<file path="config.mk">
export PLATFORM = sky130hd
export DESIGN_NAME = seq_detector_mealy
export DESIGN_NICKNAME = d
export VERILOG_FILES = /design/src/rtl/seq_detector_mealy.sv
export SDC_FILE = /design/constraint.sdc
export NUM_CORES = 1
export LEC_CHECK = 0
export ABC_AREA = 1
export CELL_PAD_IN_SITES_DETAIL_PLACEMENT = 0
export CELL_PAD_IN_SITES_GLOBAL_PLACEMENT = 2
export CORE_ASPECT_RATIO = 0.7
export CORE_MARGIN = 2
export CORE_UTILIZATION = 29
export DETAILED_ROUTE_END_ITERATION = 8
export MAX_ROUTING_LAYER = met4
export PLACE_DENSITY_LB_ADDON = 0.1
export SLEW_MARGIN = 20
export SYNTH_ARGS = -nofsm -noshare
export SYNTH_HDL_FRONTEND = slang
export SYNTH_SLANG_ARGS = --single-unit
</file>
<file path="constraint.sdc">
create_clock -name clk -period 1.8 [get_ports clk]
set_clock_uncertainty 0.2 [all_clocks]
set_input_delay 0.27 -clock clk [delete_from_list [all_inputs] [get_ports clk]]
set_output_delay 0.27 -clock clk [all_outputs]
set_load 0.02 [all_outputs]
</file>
<file path="src/rtl/seq_detector_mealy.sv">
// Programmable serial pattern detector: registered-output Mealy machine with
// overlap/non-overlap modes, a valid-bit fill counter and a saturating match count.
module seq_detector_mealy #(
  parameter int unsigned          PAT_W   = 4,
  parameter int unsigned          CNT_W   = 8,
  parameter logic [PAT_W-1:0]     RST_PAT = 4'b1011
) (
  input  logic                          clk,
  input  logic                          reset_n,
  input  logic                          en,
  input  logic                          inp,
  input  logic                          overlap,
  input  logic                          pat_load,
  input  logic [PAT_W-1:0]              pattern,
  input  logic                          clr_count,
  output logic                          out,
  output logic [CNT_W-1:0]              match_count,
  output logic [$clog2(PAT_W+1)-1:0]    fill
);

  localparam int unsigned       FILL_W    = $clog2(PAT_W + 1);
  localparam logic [FILL_W-1:0] FILL_FULL = FILL_W'(PAT_W);
  localparam logic [CNT_W-1:0]  CNT_MAX   = {CNT_W{1'b1}};

  logic [PAT_W-1:0]  r_pat;
  logic [PAT_W-1:0]  r_hist;
  logic [FILL_W-1:0] r_fill;
  logic              r_out;
  logic [CNT_W-1:0]  r_count;

  logic [PAT_W-1:0]  w_win;
  logic [FILL_W-1:0] w_fill_nx;
  logic              w_match;

  // Window as it would look after shifting in the current bit, and whether it matches
  always_comb begin
    w_win     = {r_hist[PAT_W-2:0], inp};
    w_fill_nx = r_fill;
    w_match   = 1'b0;
    if (r_fill == FILL_FULL) begin
      w_fill_nx = r_fill;
    end else begin
      w_fill_nx = r_fill + FILL_W'(1);
    end
    if (en && !pat_load && (w_fill_nx == FILL_FULL) && (w_win == r_pat)) begin
      w_match = 1'b1;
    end else begin
      w_match = 1'b0;
    end
  end

  // Pattern/history/fill/out state plus the saturating match counter
  always_ff @(posedge clk or negedge reset_n) begin
    if (!reset_n) begin
      r_pat   <= RST_PAT;
      r_hist  <= '0;
      r_fill  <= '0;
      r_out   <= 1'b0;
      r_count <= '0;
    end else begin
      // Clear wins over a simultaneous match; the match still pulses out below
      if (clr_count) begin
        r_count <= '0;
      end else if (w_match && (r_count != CNT_MAX)) begin
        r_count <= r_count + CNT_W'(1);
      end else begin
        r_count <= r_count;
      end

      if (pat_load) begin
        r_pat  <= pattern;
        r_hist <= '0;
        r_fill <= '0;
        r_out  <= 1'b0;
      end else if (en) begin
        r_hist <= w_win;
        r_out  <= w_match;
        if (w_match && !overlap) begin
          r_fill <= '0;
        end else begin
          r_fill <= w_fill_nx;
        end
      end else begin
        r_out <= 1'b0;
      end
    end
  end

  assign out         = r_out;
  assign match_count = r_count;
  assign fill        = r_fill;

endmodule

</file>
* Word-level counts from Yosys, hierarchy flattened *
Index checks and enable logic that the tools add are counted.

cells by class
  add/sub/neg operators = 2
  reductions and logical operators = 9
  equal/unequal tests = 4
  multiplexer cells = 11

operators with widths
  cell                                                           count
  3-bit two-way mux                                              6
  8-bit two-way mux                                              2
  8-bit by 1-bit adder with 8-bit output, second input constant  1
  8-bit inequality test, second input constant                   1
  3-bit equality test, second input constant                     2
  1-bit logical AND                                              5
  4-bit equality test                                            1
  2-bit nonzero test                                             2
  3-bit by 1-bit adder with 3-bit output, second input constant  1
  1-bit two-way mux                                              3
  1-bit logical NOT                                              2

word-level totals
  logic and storage cells = 31
  output and inout bits = 12
  input bits = 11
  register bits after elaboration = 19

* Logic depth before layout (Yosys ltp) *
  word-level depth = 10
  mapped depth = 11
  depth with buffers taken out = 11

* Least setup slack after synthesis *
No wires, ideal clock.

  path type = reg2reg
  from = register r_fill[0], in the netlist fill[0]
  to = register r_count[6], in the netlist match_count[6]
  period minus slack after synthesis = 1.778 ns
  slack = 0.022 ns
  library setup time = 0.119 ns
  path buffers = 0
  arrival = 1.459 ns
  cell stages (with the launch flop) = 12
  required time = 1.481 ns
  cells stage by stage = dfrtp_1 > inv_1 > ha_1 > nand2_2 > nand2_2 > nand2_2 > inv_2 > nand2_2 > nor2_4 > nand3_4 > nand3_1 > nand2_1

on the way
  word-level cells in the longest chain between the ends = 8
  elaborated cells between the ends (all ways) = 9
  those cells by class = add/sub (1); eq/ne (2); mux (2); reduce/logical (4)

ends and longest elaborated chain
  element                                                                               RTL line  RTL
  from (decl)                                                                           27        logic [FILL_W-1:0] r_fill;
  from (signal assigned)                                                                81        r_fill <= w_fill_nx;
  3-bit by 1-bit adder with 3-bit output / 3-bit equality test (equally long branches)  43, 40
  3-bit two-way mux *                                                                   40        if (r_fill == FILL_FULL) begin
  3-bit equality test *                                                                 45        if (en && !pat_load && (w_fill_nx == FILL_FULL) && (w_win == r_pat)) begin
  1-bit logical AND * (2 in a row)                                                      45
  1-bit two-way mux *                                                                   45
  1-bit logical AND *                                                                   64        end else if (w_match && (r_count != CNT_MAX)) begin
  2-bit nonzero test (no source line) *                                                 --
  to (signal assigned)                                                                  65        r_count <= r_count + CNT_W'(1);
  to (signal assigned)                                                                  67        r_count <= r_count;
  to (decl)                                                                             29        logic [CNT_W-1:0] r_count;

Every way passes the cells marked *; elsewhere a longest branch is shown, timed or not.
A chain may end at the register's enable or synchronous reset.

* Final worst setup path *
  from = register r_fill[1], in the netlist fill[1]
  to = output port fill[1]

RTL lines
  element    RTL line  RTL
  to (decl)  18        output logic [$clog2(PAT_W+1)-1:0] fill

No word-level cell between the ends.

==> impl_metrics.yaml <==
route:
  wl_met2_mm: 1.16
  ant_nets: 0
  wl_per_cell_um: 11.6
  drt-met1-wl_mm: 1.58
  vias: 1103
  dr.pass1.iters: 4
  top_layer_used: "met4"
  drt-initial-drc-count: 43
  drc: 0
  wl_mm: 2.87
  dr_wl_met3_um: 113
  vias_per_cell: 4.47
synth:
  ys_types: 24
  ys_seq_area_frac: 0.408
  yosysMostFrequentCell: "nand2_1"
  yosys.area.top_type: "dfrtp_1"
  synth_flop_cell: "dfrtp_1"
  synth_area_sq_um: 1170
  syn_inst: 153
  async_flop_share: 1.00
  synth_seq_cells: 19
  synth.top_cells.by_count: "nand2_1, inv_1, dfrtp_1, nand3_1, nor2_1"
  synth_top_cell_area_share: 0.341
  synth-edff-count: 0
  synthTopCellsByArea: "dfrtp_1, nand2_1, inv_1, dfstp_2, nand3_1"
  yosysWarnings: 0
  syn-num-nets: 167
  avgSynthCellArea_sq_um: 7.67
clocking:
  hold_buffers: 0
  cts_tree: "done"
  clk_latency_ns: 0.26
  cts_max_level: 1
  clock_sinks: 19
  cts_buffer_depth: 2
  root_buffer: "clkbuf_8"
  cts.clk_slew.worst_paths_ns: 0.08
  numCtsBuffers: 3
floorplanning:
  ios: 23
  row_count: 19
  start_util: 0.301
  dieArea_sq_um: 4580
  die_width_um: 80.0
  die_y_um: 57.2
  core_area_sq_um: 3900
worst_setup_path:
  cp_slowest_cell: "clkdlybuf4s50_1"
  path_max_fanout: 4
  crit_cells: 1
  end_kind: "primary output"
  cp_data_arrival_time_ns: 1.29
  path_buf_inv: 1
  crit_type: "register to primary output"
  cp_slowest_stage_delay_ns: 0.62
  critPathLaunchType: "register"
  crit_chain: "clkdlybuf4s50_1"
  critPathRequiredTime_ns: 1.33
  reg2reg_slack_ns: 0.05
  reg2regPathDepth: 10
  path_delay_family: "buffers and inverters"
power:
  power_w: 0.000966
  leakage_nw: 0.902
  powerDensity_nw_per_um2: 579
  peakVddDrop_mv: 0.288
global_route:
  grt_max_degree: 20
  grt_pass1_vias: 1070
  antenna_found_initial: 0
  grtUsageTotal: 0.144
  grt_first_pass_wirelength_mm: 4.94
  gr-total-overflow: 0
run:
  cap_viol_max_count: 0
finish:
  nFillCells: 406
  fin_area_sq_um: 1670
  syn_to_final_growth_pct: 42.1
  multi_input_area_sq_um: 621
  layout.nets: 210
  antenna_cells: 0
  fin_cells: 247
  seq_area_sq_um: 479
  post_route_cells_drive_above_1_share: 0.262
sta:
  drv_slew: 0
  period_share: 0.980
  setup_viol: 0
  hold_viol_final: 0
  holdWs_ns: 0.143
  setup_slack_ns: 0.0367
  fmax_mhz: 567
  worstMarginPinSlew_ns: 0.440
  slew_headroom: 0.706
  layout_min_cycle_time_ns: 1.76
  rsz0062_at_grt: "yes"
place:
  dp_hpwl_mm: 2.19
  post-place-ws_ns: -0.0887
  io_buffers: 22
  dpl_cell_area_sq_um: 1550
  gp_congestion: 0.794
  placedCellCount: 239
outcome:
  status: "complete, no violations"
worst_hold_path:
  worstHoldPathType: "input pin to asynchronous set/reset pin"
==> through the flow <==
step | utilization | setup TNS [ns]
floorplan | - | 0
global placement | 0.398 | -0.408
detailed placement | 0.398 | -0.658
CTS | 0.413 | 0
global route | 0.428 | -0.605
finish | 0.428 | 0
==> final cells by class <==
| type | instances | area share |
|---|---|---|
| well taps | 52 | 0.0390 |
| clock buffers | 3 | 0.0248 |
| repair buffers | 40 | 0.213 |
| flip-flops and latches | 19 | 0.287 |
| clock inverters | 1 | 0.00300 |
| multi-input cells | 105 | 0.372 |
| inverters | 27 | 0.0608 |
==> cell families (layout without fill, tap and decap cells) <==
logic type      after synthesis  count (layout)  share of synthesized area
simple gates                 88              88                      0.380
buf+inv                      29              71                     0.0970
flops                        19              19                      0.408
compound gates               10              10                     0.0533
xor+xnor                      4               4                     0.0299
fa+ha+maj                     3               3                     0.0320
==> placed cells by master (no fill, tap or decap) <==
master / Yosys / layout
dlygate4sd2_1: 0 / 6
xor2_1: 3 / 3
inv_1: 22 / 19
clkinv_2: 0 / 1
nand3_4: 1 / 1
ha_4: 0 / 1
nand3_2: 2 / 2
nand2_2: 5 / 5
nor2_2: 1 / 1
dfrtp_1: 16 / 16
buf_4: 1 / 18
nor2_1: 11 / 11
inv_2: 5 / 8
clkbuf_8: 0 / 3
o21ai_1: 3 / 3
o22ai_1: 5 / 5
nand3_1: 13 / 13
nor2_4: 3 / 3
nor3_1: 2 / 1
o21ai_4: 0 / 1
dfstp_2: 3 / 3
ha_1: 3 / 2
dlymetal6s2s_1: 0 / 3
xnor2_1: 1 / 1
nand2_1: 39 / 37
o21bai_1: 1 / 1
nor3_2: 0 / 1
clkdlybuf4s50_1: 0 / 13
nand2_4: 1 / 3
nand4_1: 10 / 10
==> what timing repair did <==
item	CTS	global route
endpoints found under the setup margin	16	13
setup buffers	1	3
pin swaps	1	7
resized for setup	11	9
==> state kept, by name, indices dropped and copies added, names as in the netlist <==
| signal | count |
|---|---|
| fill | 3 |
| match_count | 8 |
| out | 1 |
| r_hist | 3 |
| r_pat | 4 |
==> path summary, 6_finish.rpt <==
check	to	from
min reg2reg	r_pat[1]	r_pat[1]
max	fill[1]	fill[1]
max reg2reg	match_count[5]	fill[1]
min	r_pat[2]	reset_n
max in group asynchronous	r_pat[3]	reset_n
min in group clk	r_pat[1]	r_pat[1]
==> report_power, final <==
group / switching, W / internal (W)
combinational: 0.000108 / 0.0000944
clock: 0.000151 / 0.000154
sequential: 0.0000123 / 0.000446
==> metal layers <==
layer | vias to the layer above | global-route usage
met4 | 0 | 0.0218
met2 | 19 | 0.195
met3 | 2 | 0.0348
li1 | 575 | -
met5 | - | -
met1 | 507 | 0.219
Power figures use the tool's default switching activity.
